## src/rtl/mon_pkg.sv

```systemverilog
// Shared definitions for the monitor-side time-pulse blocks: pulse count,
// tracker states and the one-hot to index decode helper.
package mon_pkg;

  localparam int NUM_TP = 12;

  typedef enum logic [0:0] {
    SYNC  = 1'b0,
    TRACK = 1'b1
  } state_e;

  typedef struct packed {
    logic [3:0] idx;
    logic       multi;
  } tp_dec_t;

  // Index is 1-based; multi-hot reports index 0 with the multi flag set.
  function automatic tp_dec_t onehot12_to_idx(input logic [NUM_TP-1:0] mt);
    tp_dec_t res;
    int      ones;
    res.idx   = 4'd0;
    res.multi = 1'b0;
    ones      = 0;
    for (int i = 0; i < NUM_TP; i++) begin
      if (mt[i]) begin
        ones    = ones + 1;
        res.idx = 4'(i + 1);
      end else begin
        ones    = ones;
      end
    end
    if (ones > 1) begin
      res.idx   = 4'd0;
      res.multi = 1'b1;
    end else begin
      res.multi = 1'b0;
    end
    return res;
  endfunction

endpackage

```

## src/rtl/mon_timepulse_decoder_if.sv

```systemverilog
// Monitor time-pulse bus: pulse inputs from the timing side and the decoder's
// debug/fault outputs.
interface mon_timepulse_decoder_if #(
  parameter int CNT_W = 16,
  parameter int WID_W = 8
);
  logic [11:0]      MT;
  logic             MGOJAM;
  logic             ERR_CLR;
  logic [3:0]       TP_IDX;
  logic             TP_VALID;
  logic             MCT_STB;
  logic [CNT_W-1:0] MCT_COUNT;
  logic [WID_W-1:0] LAST_WIDTH;
  logic             SEQ_ERR;
  logic             MULTI_ERR;
  logic             STALLED;
  logic             SYNCED;

  modport master (
    output MT, MGOJAM, ERR_CLR,
    input  TP_IDX, TP_VALID, MCT_STB, MCT_COUNT, LAST_WIDTH,
           SEQ_ERR, MULTI_ERR, STALLED, SYNCED
  );

  modport slave (
    input  MT, MGOJAM, ERR_CLR,
    output TP_IDX, TP_VALID, MCT_STB, MCT_COUNT, LAST_WIDTH,
           SEQ_ERR, MULTI_ERR, STALLED, SYNCED
  );
endinterface

```

## src/rtl/tp_onehot_dec.sv

```systemverilog
// Combinational time-pulse decoder: one-hot MT vector to index 1..12,
// with multi-hot detection. Shared by monitor blocks.
module tp_onehot_dec
  import mon_pkg::*;
(
  input  logic [NUM_TP-1:0] mt,
  output logic [3:0]        idx,
  output logic              multi
);

  tp_dec_t dec_s;

  assign dec_s = onehot12_to_idx(mt);
  assign idx   = dec_s.idx;
  assign multi = dec_s.multi;

endmodule

```

## src/rtl/mon_timepulse_decoder.sv

```systemverilog
// Receiver-side time-pulse tracker: rebuilds the pulse index, counts memory
// cycles, measures pulse widths and flags sequencing, multi-hot and stall faults.
module mon_timepulse_decoder
  import mon_pkg::*;
#(
  parameter int CNT_W     = 16,
  parameter int WID_W     = 8,
  parameter int STALL_MAX = 255
) (
  input  logic                    SIM_CLK,
  input  logic                    SIM_RST,
  mon_timepulse_decoder_if.slave  bus
);

  localparam int STL_W = $clog2(STALL_MAX + 2);
  localparam logic [STL_W-1:0] STALL_TOP = STL_W'(STALL_MAX);
  localparam logic [STL_W-1:0] STALL_LIM = STL_W'(STALL_MAX + 1);
  localparam logic [WID_W-1:0] WID_MAX   = {WID_W{1'b1}};

  logic [NUM_TP-1:0] mt_q, mt_d;
  logic              gj_q, gj_d;
  state_e            state_q, state_d;
  logic [3:0]        prev_idx_q, prev_idx_d;
  logic [3:0]        tp_idx_q, tp_idx_d;
  logic              tp_valid_q, tp_valid_d;
  logic              mct_stb_q, mct_stb_d;
  logic [CNT_W-1:0]  mct_count_q, mct_count_d;
  logic [WID_W-1:0]  wid_cnt_q, wid_cnt_d;
  logic [WID_W-1:0]  last_width_q, last_width_d;
  logic [STL_W-1:0]  stall_cnt_q, stall_cnt_d;
  logic              stalled_q, stalled_d;
  logic              seq_err_q, seq_err_d;
  logic              multi_err_q, multi_err_d;
  logic [3:0]        idx_s;
  logic              multi_s;

  tp_onehot_dec u_dec (
    .mt    (mt_q),
    .idx   (idx_s),
    .multi (multi_s)
  );

  // Next-state, counters and fault flags from the registered pulse sample.
  always_comb begin
    mt_d         = bus.MT;
    gj_d         = bus.MGOJAM;
    state_d      = state_q;
    prev_idx_d   = prev_idx_q;
    tp_idx_d     = idx_s;
    mct_stb_d    = 1'b0;
    mct_count_d  = mct_count_q;
    wid_cnt_d    = wid_cnt_q;
    last_width_d = last_width_q;
    stall_cnt_d  = stall_cnt_q;
    seq_err_d    = seq_err_q;
    multi_err_d  = multi_err_q;

    // Clear first so that a same-cycle error set takes priority.
    if (bus.ERR_CLR) begin
      seq_err_d   = 1'b0;
      multi_err_d = 1'b0;
    end else begin
      seq_err_d   = seq_err_q;
    end
    if (multi_s) begin
      multi_err_d = 1'b1;
    end else begin
      multi_err_d = multi_err_d;
    end

    if (gj_q) begin
      state_d     = SYNC;
      prev_idx_d  = 4'd1;
      wid_cnt_d   = '0;
      stall_cnt_d = '0;
    end else begin
      // Width only latches when a real pulse ends, not when one starts after a gap.
      if (idx_s != tp_idx_q) begin
        if (tp_idx_q != 4'd0) begin
          last_width_d = wid_cnt_q;
        end else begin
          last_width_d = last_width_q;
        end
        wid_cnt_d = (idx_s != 4'd0) ? WID_W'(1) : '0;
      end else if ((idx_s != 4'd0) && (wid_cnt_q != WID_MAX)) begin
        wid_cnt_d = wid_cnt_q + WID_W'(1);
      end else begin
        wid_cnt_d = wid_cnt_q;
      end

      if (mt_q != 12'h000) begin
        stall_cnt_d = '0;
      end else if (stall_cnt_q != STALL_LIM) begin
        stall_cnt_d = stall_cnt_q + STL_W'(1);
      end else begin
        stall_cnt_d = stall_cnt_q;
      end

      case (state_q)
        SYNC: begin
          prev_idx_d = 4'd1;
          if (idx_s == 4'd1) begin
            state_d = TRACK;
          end else begin
            state_d = SYNC;
          end
        end
        TRACK: begin
          if ((idx_s != 4'd0) && (idx_s != prev_idx_q)) begin
            if (idx_s == prev_idx_q + 4'd1) begin
              prev_idx_d = idx_s;
            end else if ((prev_idx_q == 4'd12) && (idx_s == 4'd1)) begin
              prev_idx_d  = idx_s;
              mct_stb_d   = 1'b1;
              mct_count_d = mct_count_q + CNT_W'(1);
            end else begin
              seq_err_d  = 1'b1;
              state_d    = SYNC;
              prev_idx_d = 4'd1;
            end
          end else begin
            prev_idx_d = prev_idx_q;
          end
        end
        default: begin
          state_d    = SYNC;
          prev_idx_d = 4'd1;
        end
      endcase
    end

    tp_valid_d = (state_d == TRACK) && (idx_s != 4'd0);
    stalled_d  = (stall_cnt_d > STALL_TOP);
  end

  // State and output registers with synchronous reset.
  always_ff @(posedge SIM_CLK) begin
    if (SIM_RST) begin
      mt_q         <= '0;
      gj_q         <= 1'b0;
      state_q      <= SYNC;
      prev_idx_q   <= 4'd0;
      tp_idx_q     <= 4'd0;
      tp_valid_q   <= 1'b0;
      mct_stb_q    <= 1'b0;
      mct_count_q  <= '0;
      wid_cnt_q    <= '0;
      last_width_q <= '0;
      stall_cnt_q  <= '0;
      stalled_q    <= 1'b0;
      seq_err_q    <= 1'b0;
      multi_err_q  <= 1'b0;
    end else begin
      mt_q         <= mt_d;
      gj_q         <= gj_d;
      state_q      <= state_d;
      prev_idx_q   <= prev_idx_d;
      tp_idx_q     <= tp_idx_d;
      tp_valid_q   <= tp_valid_d;
      mct_stb_q    <= mct_stb_d;
      mct_count_q  <= mct_count_d;
      wid_cnt_q    <= wid_cnt_d;
      last_width_q <= last_width_d;
      stall_cnt_q  <= stall_cnt_d;
      stalled_q    <= stalled_d;
      seq_err_q    <= seq_err_d;
      multi_err_q  <= multi_err_d;
    end
  end

  assign bus.TP_IDX     = tp_idx_q;
  assign bus.TP_VALID   = tp_valid_q;
  assign bus.MCT_STB    = mct_stb_q;
  assign bus.MCT_COUNT  = mct_count_q;
  assign bus.LAST_WIDTH = last_width_q;
  assign bus.SEQ_ERR    = seq_err_q;
  assign bus.MULTI_ERR  = multi_err_q;
  assign bus.STALLED    = stalled_q;
  assign bus.SYNCED     = (state_q == TRACK);

endmodule

```

## src/flat_wrapper.sv

```systemverilog
// flat-port wrapper written by rule: the top's interface ports become plain ports
module mon_timepulse_decoder_flat import mon_pkg::*;
#(
  parameter int CNT_W     = 16,
  parameter int WID_W     = 8,
  parameter int STALL_MAX = 255
)
  (SIM_CLK, SIM_RST, bus_MT, bus_MGOJAM, bus_ERR_CLR, bus_TP_IDX, bus_TP_VALID, bus_MCT_STB, bus_MCT_COUNT, bus_LAST_WIDTH, bus_SEQ_ERR, bus_MULTI_ERR, bus_STALLED, bus_SYNCED);
  mon_timepulse_decoder_if #(.CNT_W(CNT_W), .WID_W(WID_W)) bus_i ();
  input  logic SIM_CLK;
  input  logic SIM_RST;
  input wire logic [$bits(bus_i.MT)-1:0] bus_MT;
  input wire logic [$bits(bus_i.MGOJAM)-1:0] bus_MGOJAM;
  input wire logic [$bits(bus_i.ERR_CLR)-1:0] bus_ERR_CLR;
  output wire logic [$bits(bus_i.TP_IDX)-1:0] bus_TP_IDX;
  output wire logic [$bits(bus_i.TP_VALID)-1:0] bus_TP_VALID;
  output wire logic [$bits(bus_i.MCT_STB)-1:0] bus_MCT_STB;
  output wire logic [$bits(bus_i.MCT_COUNT)-1:0] bus_MCT_COUNT;
  output wire logic [$bits(bus_i.LAST_WIDTH)-1:0] bus_LAST_WIDTH;
  output wire logic [$bits(bus_i.SEQ_ERR)-1:0] bus_SEQ_ERR;
  output wire logic [$bits(bus_i.MULTI_ERR)-1:0] bus_MULTI_ERR;
  output wire logic [$bits(bus_i.STALLED)-1:0] bus_STALLED;
  output wire logic [$bits(bus_i.SYNCED)-1:0] bus_SYNCED;
  assign bus_i.MT = bus_MT;
  assign bus_i.MGOJAM = bus_MGOJAM;
  assign bus_i.ERR_CLR = bus_ERR_CLR;
  assign bus_TP_IDX = bus_i.TP_IDX;
  assign bus_TP_VALID = bus_i.TP_VALID;
  assign bus_MCT_STB = bus_i.MCT_STB;
  assign bus_MCT_COUNT = bus_i.MCT_COUNT;
  assign bus_LAST_WIDTH = bus_i.LAST_WIDTH;
  assign bus_SEQ_ERR = bus_i.SEQ_ERR;
  assign bus_MULTI_ERR = bus_i.MULTI_ERR;
  assign bus_STALLED = bus_i.STALLED;
  assign bus_SYNCED = bus_i.SYNCED;
  mon_timepulse_decoder #(.CNT_W(CNT_W), .WID_W(WID_W), .STALL_MAX(STALL_MAX)) u_core (.SIM_CLK(SIM_CLK), .SIM_RST(SIM_RST), .bus(bus_i));
endmodule
```

## config.mk

```make
export PLATFORM = sky130hd
export DESIGN_NAME = mon_timepulse_decoder_flat
export DESIGN_NICKNAME = d
export VERILOG_FILES = /design/src/rtl/mon_pkg.sv /design/src/rtl/mon_timepulse_decoder_if.sv /design/src/rtl/tp_onehot_dec.sv /design/src/rtl/mon_timepulse_decoder.sv /design/src/flat_wrapper.sv
export SDC_FILE = /design/constraint.sdc
export NUM_CORES = 1
export LEC_CHECK = 0
export BUFFER_PORTS_ARGS = -buffer_cell sky130_fd_sc_hd__buf_4
export CAP_MARGIN = 20
export CELL_PAD_IN_SITES_DETAIL_PLACEMENT = 1
export CELL_PAD_IN_SITES_GLOBAL_PLACEMENT = 1
export CORE_UTILIZATION = 35
export DETAILED_ROUTE_END_ITERATION = 10
export PLACE_DENSITY_LB_ADDON = 0.2
export SETUP_SLACK_MARGIN = 0.02
export SYNTH_ARGS = -nofsm -noshare
export SYNTH_HDL_FRONTEND = slang
export SYNTH_SLANG_ARGS = --single-unit
```

## constraint.sdc

```tcl
create_clock -name SIM_CLK -period 10.4 [get_ports SIM_CLK]
set_clock_uncertainty 0.05 [all_clocks]
set_input_delay 3.12 -clock SIM_CLK [delete_from_list [all_inputs] [get_ports SIM_CLK]]
set_output_delay 3.12 -clock SIM_CLK [all_outputs]
set_load 0.005 [all_outputs]
```

==> results list, run 1 <==
* Number of register bits inferred by synthesis: between 60 and 70
- Routability congestion estimate from global placement: approximately 0.83
- Initial DRT Pass Iterations: 4
- The slowest stage of the critical path belongs to the cell sky130_fd_sc_hd__xnor3_2.
- During placement, the flow inserted port buffers numbering slightly below 50.
- Post-synthesis sequential area ratio: between 20 and 30%
- Type of the worst min-delay path: register to register
- Compared with the post-synthesis result, the final layout area differs by 17.86%.
- Of the total power, the clock network draws 38.6%.
* Fraction of registers with async set or reset after synthesis: 0%
* Post-synthesis cell type count: 76
- Post-Route WL: 12610 um
- Maximum ir drop on the vdd rail: ~84 uV
- The synthesized design contains 0 enable-type register cells.
- For this run, design rule violations remaining after detail routing come to 0.
- The top cell type by area accounts for between 20 and 30% of the synthesized area.
* FF-to-FF End: u_core.bus.MCT_COUNT[15]
* Antenna violations before repair: 0
* Die Y-Extent: roughly 120 um
* Slew Limit Headroom: 53.15%
- The number of hold violations in the final report is 0.
- In this run the mean area of a mapped cell was around 8.3 um2.
- Detailed placement finished with a half-perimeter wire length of around 9400 um.
- Max-cap violations in this run came to 0.
- The number of setup buffers added after CTS is 0.
* Number of antenna diodes: 0
* Req. time, crit path: roughly 11 ns
- The floorplan step defined a die boundary enclosing around 14000 um2.
- At the pin with the least slew margin, the transition time is roughly 0.7 ns.
- Of the total power, registers draw between 30% and 40%.
- The run finished with clean final reports.
- Hold Path Origin: u_core.bus.LAST_WIDTH[2]
- Number of warnings issued by yosys: 0
* Effective utilization at floorplan: 36.41%
- Largest cells by area after synthesis: sky130_fd_sc_hd__dfxtp_1 (29%), sky130_fd_sc_hd__ha_1 (5.1%), sky130_fd_sc_hd__xnor2_1 (4.3%)
- The initialized floorplan defines slightly above 40 standard-cell rows.
- Counting every instance in the synthesized netlist gives roughly 560.
* Count of H-tree levels built during CTS: 3
* Clock tree root buffer cell: sky130_fd_sc_hd__clkbuf_16
* Leakage Power: around 2 nW
- After clock tree synthesis, the flow added hold-fix buffers numbering 0.
- In this design, the stage delay of the slowest critical-path cell is around 0.53 ns.
* Setup repair after global routing missed its margin: false
- Minimum clock period after layout: 8.196 ns
- Final layout net count: 632
* Gate power share: a little under a third
- Hold-critical path depth: 2
* # resized after CTS: 0
* Insertion delay of the later-clocked pin in the worst-skew pair: approximately 0.33 ns
- Clock-pin slew reported for the worst setup and hold paths after clock tree synthesis: ~0.060 ns
- Buffers from clock root to sink, at most: 2
- The kind of cell with the highest combined delay along the critical path is adder cells.
* Crit path kind: register to register
- Among the stages of the critical path, the cell type that occurs most often is sky130_fd_sc_hd__ha_1.
* Total Negative Setup Slacks: 0 ns
- Setup slack closes at 2.204 ns.
- Pin count of the biggest net entering global routing: 49
* Remaining antenna violation count after routing: 0
- Routed WL per cell: ~16 um
* Synth Cell Area: 4651 um2
- End point of the worst hold path: u_core.bus.LAST_WIDTH[2]
- In the synthesized netlist the dominant register cell turns out to be sky130_fd_sc_hd__dfxtp_1.
- After floorplanning, the core was sized to cover roughly 13000 um2.
- Count of final max-slew check failures: 0
* Peak Freq: 122.0 MHz
* Count of buffer and inverter cells on the critical path: 3
* Net count of the mapped netlist: 597
- For flop-to-flop paths, the worst setup slack is about 2.2 ns.
* R2R Path Start: u_core.mt_q[1]
- Final-layout worst hold slack: 0.4110 ns
- Global routing consumed, over all layers together, 19.07% of the routing resources.
- Internal power comes to ~0.62 mW.
- Fin util: a little over two fifths
* Via count of the routed design: around 4200
- Ratio of final minimum period to clock period: between 70% and 80%
- Power Density: about 170 nW/um2
* CTS buffer count: 9
- Cells on worst reg2reg path: 36
- Of all nets on the critical path, the largest fanout is 17.
- CTS tree: yes
- P_sw: 0.3017 mW
- Number of I/O pins: 50
- Setup violations remaining at the end of the flow were counted as 0.
- The first global-routing pass estimated roughly 21000 um of wire.
* Number of sinks on the clock net: 68
- Drt initial violations: 160
* Cell taking the most area after synthesis: sky130_fd_sc_hd__dfxtp_1
* Crit path launch type: register
- Of the cells placed in the final design, the portion with a size suffix greater than 1 is approximately 17%.
* Net switching fraction of the power: roughly 33%
- For the worst setup path, the data arrival time is ~8.4 ns.
- At the placement stage, the worst setup path has a slack of between 2 and 2.5 ns.
- Via-to-Cell Ratio: around 5.4
* Overall overflow remaining after global route: 0
* Number of global-route vias before repair: about 4200
* Width of the chip: 117.3 um
- Endpoint kind of the worst setup timing path: register
==> worst max path at each step <==
stage	startpoint	to	depth (start not counted)	slack (ns)
floorplan	u_core.mt_q[1]	u_core.bus.MCT_COUNT[4]	37	3.15
CTS	u_core.mt_q[1]	u_core.bus.MCT_COUNT[15]	36	2.19
global route	u_core.mt_q[0]	u_core.bus.MCT_COUNT[15]	37	1.55
detailed placement	u_core.mt_q[1]	u_core.bus.MCT_COUNT[15]	34	2.23
finish	u_core.mt_q[1]	u_core.bus.MCT_COUNT[15]	36	2.20
global placement	u_core.mt_q[1]	u_core.bus.MCT_COUNT[15]	36	2.56
==> synthesized netlist by cell type, drive strengths merged (11+ instances only) <==
cell type	n
a21oi	22
buf	11
clkbuf	17
dfxtp	68
ha	19
inv	18
mux2i	15
nand2	53
nand3	18
nand4	11
nor2	53
nor2b	32
nor3	22
nor4	22
o21ai	15
xnor2	25
xor2	11
==> worst register-to-register path, delay by kind of cell (launching register included) <==
| family | cells | cell delay [ns] |
|---|---|---|
| AO/OA/AOI/OAI | 9 | 1.35 |
| adder cells (fa/ha/maj) | 9 | 2.93 |
| buffers and inverters | 3 | 0.30 |
| flip-flops | 1 | 0.37 |
| multiplexers | 1 | 0.38 |
| XOR/XNOR | 1 | 0.53 |
| AND/OR/NAND/NOR | 13 | 2.19 |
==> kinds of logic after synthesis <==
kind of cell | Yosys count | share of synthesized area [%]
buf+inv | 47 | 4.224
mux | 25 | 5.650
xor+xnor | 41 | 9.577
compound gates | 93 | 14.58
simple gates | 269 | 31.59
flops | 68 | 29.27
fa+ha+maj | 19 | 5.112
==> final cells by class <==
| class | instances | area (um2) |
|---|---|---|
| multi-input combinational | 447 | 3093 |
| inverter | 19 | 71.32 |
| clock inverter | 6 | 111.4 |
| fill | 1528 | 7292 |
| tap | 172 | 215.2 |
| sequential | 68 | 1361 |
| timing repair buffer | 52 | 390.4 |
| clock buffer | 10 | 239.0 |
==> state kept, by name, summed over array words and instances (netlist names) <==
name and flops:
u_core.bus.MCT_COUNT 16, u_core.mt_q 12, u_core.stall_cnt_q 9, u_core.bus.LAST_WIDTH 8
u_core.wid_cnt_q 8, u_core.bus.TP_IDX 4, u_core.prev_idx_q 4, u_core.bus.MCT_STB 1
u_core.bus.MULTI_ERR 1, u_core.bus.SEQ_ERR 1, u_core.bus.STALLED 1, u_core.bus.SYNCED 1
u_core.bus.TP_VALID 1, u_core.gj_q 1
==> cell usage in the layout (no fill, tap or decap), types with 3 or more instances in the layout <==
cell                        instances
sky130_fd_sc_hd__and4_1             4
sky130_fd_sc_hd__o31ai_1            9
sky130_fd_sc_hd__or4_1              5
sky130_fd_sc_hd__o21bai_1           4
sky130_fd_sc_hd__buf_4             52
sky130_fd_sc_hd__nor2_1            52
sky130_fd_sc_hd__xnor3_1            3
sky130_fd_sc_hd__xor2_1            11
sky130_fd_sc_hd__nor2b_1           32
sky130_fd_sc_hd__dfxtp_1           68
sky130_fd_sc_hd__nand4_1           11
sky130_fd_sc_hd__nand2b_1           6
sky130_fd_sc_hd__and3_1             6
sky130_fd_sc_hd__and2_1             3
sky130_fd_sc_hd__mux2_2             9
sky130_fd_sc_hd__nand2_1           52
sky130_fd_sc_hd__or2_2              3
sky130_fd_sc_hd__nor3_1            22
sky130_fd_sc_hd__nor3b_1            3
sky130_fd_sc_hd__a21oi_1           21
sky130_fd_sc_hd__o21ai_0           13
sky130_fd_sc_hd__nand3_1           17
sky130_fd_sc_hd__clkbuf_16          9
sky130_fd_sc_hd__or3_1             10
sky130_fd_sc_hd__a31oi_1            6
sky130_fd_sc_hd__nand4b_1           5
sky130_fd_sc_hd__mux2i_1           15
sky130_fd_sc_hd__o211ai_1           7
sky130_fd_sc_hd__bufinv_16          3
sky130_fd_sc_hd__ha_1              19
sky130_fd_sc_hd__nor4_1            20
sky130_fd_sc_hd__a211oi_1           3
sky130_fd_sc_hd__xnor2_1           23
sky130_fd_sc_hd__o31a_1             4
sky130_fd_sc_hd__inv_1             18
==> metrics by stage <==
stage | total power [mW] | std cells | instance area (um2)
after floorplan | 0.5084 | 562 | 4651
after global placement | 0.5628 | 758 | 5131
after detailed placement | 0.5707 | 758 | 5131
after CTS | 0.9306 | 774 | 5482
after global routing | 0.9717 | 774 | 5482
final | 0.9219 | 774 | 5482
==> routing by layer <==
| metal | wire length (um) | vias to the layer above | track usage, % |
|---|---|---|---|
| li1 | - | 2091 | - |
| met1 | 5975 | 2054 | 24.38 |
| met2 | 6231 | 50 | 32.98 |
| met3 | 266 | 10 | 3.296 |
| met4 | 135 | 0 | 5.148 |
| met5 | 0 | - | 0 |
==> power groups by stage <==
stage / logic, mW / registers, mW / clock network [mW]
after floorplan: 0.223 / 0.285 / 0
after CTS: 0.279 / 0.289 / 0.363
after global placement: 0.269 / 0.294 / 0
final: 0.277 / 0.289 / 0.356
after detailed placement: 0.277 / 0.294 / 0
after global routing: 0.305 / 0.291 / 0.376
No activity file was read; power rests on OpenSTA's default activity.
==> run 2, diff against run 1 <==
==> constraint.sdc (replaced) <==
create_clock -name SIM_CLK -period 7.75 [get_ports SIM_CLK]
set_clock_uncertainty 0.05 [all_clocks]
set_input_delay 2.325 -clock SIM_CLK [delete_from_list [all_inputs] [get_ports SIM_CLK]]
set_output_delay 2.325 -clock SIM_CLK [all_outputs]
set_load 0.005 [all_outputs]
==> run 2 against run 1 <==
Clock power is 24% higher. Cell area is 4.6% higher. Setup slack worse by 1.8 ns. Total power is 41% higher. Via count is 3.6% higher. Combinational power is 71% higher. Cell count is 1.9% higher. Sequential share of layout area is 1.0 points lower. Critical path depth is 2 higher. Register-to-register slack worse by 1.8 ns. Routed wire length is 6.1% higher.
==> results list, run 2 (same netlist as run 1, synthesis figures left out) <==
- Run status: complete, no violations (unchanged).
- Arrival time of data at the critical path endpoint: 7.53 ns (was 8.37 ns)
* Final Hold Violating Endpoints: 0 (unchanged)
- The maximum clock frequency came to 136.5 MHz (was 122.0 MHz).
- Largest fanout on the critical path: 7 (was 17)
* Number of design rule violations left after detail routing: 0 (unchanged)
- The total cell area at the placement stage was 5176 um2 (was 5131 um2).
- The clock slew seen by the registers of the worst setup and hold paths came to 0.06 ns (about the same).
* Overall overflow remaining after global route: 0 (unchanged)
- The global-route usage over all layers is 19.59% (was 19.07%).
* Effective utilization at floorplan: 36.41% (unchanged)
* Count of filler cells inserted in the layout: 1490 (was 1528)
* Multi-input gate area in the final layout: 3263 um2 (was 3093 um2)
* First-pass GRT wire length: 21020 um (was 20640 um)
- The length of the first detailed-routing pass in iterations is 4 (unchanged).
- The max-capacitance violation count is 0 (unchanged).
* Ratio of final minimum period to clock period: 94.52% (was 78.81%)
- Share of post-route cells with drive strength above 1: 21.72% (was 17.11%)
* Transition time of the tightest slew-check pin: 0.5977 ns (was 0.7007 ns)
* CP max-delay cell: sky130_fd_sc_hd__or4_1 (was sky130_fd_sc_hd__xnor3_2)
* Drt initial violations: 158 (was 160)
* Die ar.: 13750 um2 (unchanged)
* Number of sinks on the clock net: 68 (unchanged)
- Via-to-Cell Ratio: 5.520 (was 5.433)
* Post-CTS Hold Buffers: 0 (unchanged)
- The power density relative to cell area was 226.9 nW/um2 (was 168.2 nW/um2).
- The number of nets in the layout was 648 (was 632).
- Routability congestion estimate from global placement: 0.8029 (was 0.8306)
* Port Buf Inserts: 49 (unchanged)
* Most frequent cell on the critical path: sky130_fd_sc_hd__ha_1 (unchanged)
- Commonest cells after routing, fill and taps aside: sky130_fd_sc_hd__buf_4 (67), sky130_fd_sc_hd__dfxtp_1 (66), sky130_fd_sc_hd__nor2_1 (52), sky130_fd_sc_hd__nand2_1 (52), sky130_fd_sc_hd__nor2b_1 (31) (was sky130_fd_sc_hd__dfxtp_1 (68), sky130_fd_sc_hd__nor2_1 (52), sky130_fd_sc_hd__nand2_1 (52), sky130_fd_sc_hd__buf_4 (52), sky130_fd_sc_hd__nor2b_1 (32))
* Pin count of the biggest net entering global routing: 49 (unchanged)
* Largest register FFs: 16 (unchanged)
* Final setup viols: 0 (unchanged)
- Maximum ir drop on the vdd rail: 111.1 uV (was 84.17 uV)
- Type of the worst min-delay path: register to register (unchanged)
* Post-Route WL: 13380 um (was 12610 um)
- Buffers from clock root to sink, at most: 2 (unchanged)
- Via count of the routed design: 4355 (was 4205)
* Most common cell after layout, fill and taps aside: sky130_fd_sc_hd__buf_4 (was sky130_fd_sc_hd__dfxtp_1)
- The number of cells in the design after placement is 764 (was 758).
- CTS tree: yes (unchanged)
- HPWL after detailed placement: 9536 um (was 9378 um)
* Final cell count without fillers: 789 (was 774)
- The number of antenna violations at the first check in global routing was 0 (unchanged).
- Endpoint kind of the worst setup timing path: register (unchanged)
- Floorplan row count: 41 (unchanged)
- The root buffer cell is sky130_fd_sc_hd__clkbuf_16 (unchanged).
- Core outline area: 12770 um2 (unchanged)
* Crit path launch type: register (unchanged)
- Insertion delay of the later-clocked pin in the worst-skew pair: 0.33 ns (about the same)
- Count of final max-slew check failures: 0 (unchanged)
* Number of antenna diodes: 0 (unchanged)
- The TritonCTS buffer count came to 9 (unchanged).
- Crit path kind: register to register (unchanged)
* Routed WL per cell: 16.96 um (was 16.29 um)
- The delay of the slowest critical-path stage is 0.49 ns (was 0.53 ns).
* Launching instance or port of the critical path: u_core.mt_q[1] (unchanged)
* Minimum clock period after layout: 7.325 ns (was 8.196 ns)
* Hold Path Origin: u_core.bus.LAST_WIDTH[2] (unchanged)
- The leakage dissipation was 2.160 nW (was 2.043 nW).
- The number of nets still failing antenna checks after routing came to 0 (unchanged).
- Slew Limit Headroom: 60.01% (was 53.15%)
- The final non-filler cell area is 5733 um2 (was 5482 um2).
- Combined flip-flop and latch cell area: 1364 um2 (was 1361 um2)
* R2R Path Start: u_core.mt_q[1] (unchanged)
- Die Y-Extent: 117.3 um (unchanged)
* Req. time, crit path: 7.96 ns (was 10.57 ns)
- The die width came to 117.3 um (unchanged).
- Number of global-route vias before repair: 4223 (was 4199)
- The depth of the CTS H-tree came to 3 (unchanged).
- The number of top-level design ports was 50 (unchanged).
- The post-synthesis to final-layout area growth is 23.27% (was 17.86%).
==> run 2: timing repair <==
item / 4_1_cts / 5_1_grt
gates cloned: 0 / 1
setup endpoints to repair: 12 / 45
buffers inserted: 0 / 9
resized for setup: 2 / 25
pin swaps: 0 / 3
endpoints found under the hold margin: 0 / 0
==> run 2: power breakdown <==
group / leakage, nW / internal, mW / switching, mW
Sequential: 0.553 / 0.364 / 0.0229
Combinational: 1.45 / 0.201 / 0.273
Clock: 0.156 / 0.289 / 0.151
Total: 2.16 / 0.854 / 0.447
==> run 2: per-stage QoR <==
stage               util [%]  hold WS (ns)  TNS [ns]  setup slack, ns  power (mW)
global route           44.88        0.4380  -0.04122         -0.02760       1.370
finish                 44.88        0.4107         0           0.4247       1.301
global placement       40.52        0.3926         0           0.2955      0.7805
CTS                    43.10        0.4173   -0.4719         -0.07413       1.238
detailed placement     40.52        0.3987  -0.06806         -0.04894      0.7912
floorplan                  -        0.4011         0           0.4956      0.6823
==> run 2: worst paths after layout <==
path | slack (ns) | cells past startpoint | endpoint
setup reg to reg | 0.42 | 38 | u_core.bus.MCT_COUNT[2]
setup / recovery | 0.42 | 38 | u_core.bus.MCT_COUNT[2]
hold / removal | 0.41 | 2 | u_core.bus.LAST_WIDTH[2]
hold reg to reg | 0.41 | 2 | u_core.bus.LAST_WIDTH[2]
==> run 2: final cells by class <==
| class | instances | area share (%) |
|---|---|---|
| well taps | 172 | 3.754 |
| inverters | 19 | 1.244 |
| multi-input cells | 448 | 56.92 |
| clock buffers | 11 | 4.234 |
| clock inverters | 4 | 1.288 |
| repair buffers | 67 | 8.773 |
| flip-flops and latches | 68 | 23.79 |
==> run 2: routing by layer <==
layer / vias up / part of all wire [%] / GRT usage, %
met5: - / 0 / 0
met4: 0 / 1.9 / 6.582
met3: 21 / 3.6 / 3.193
met2: 88 / 47 / 32.16
met1: 2120 / 47 / 26.07
li1: 2126 / - / -
==> run 2: critical path: cells and delay by family, from the launching register on <==
kind | cells | cell delay, ns
multiplexers | 1 | 0.22
flip-flops | 1 | 0.34
buffers and inverters | 3 | 0.29
adder cells (fa/ha/maj) | 9 | 2.85
AND/OR/NAND/NOR | 14 | 1.90
AO/OA/AOI/OAI | 11 | 1.60
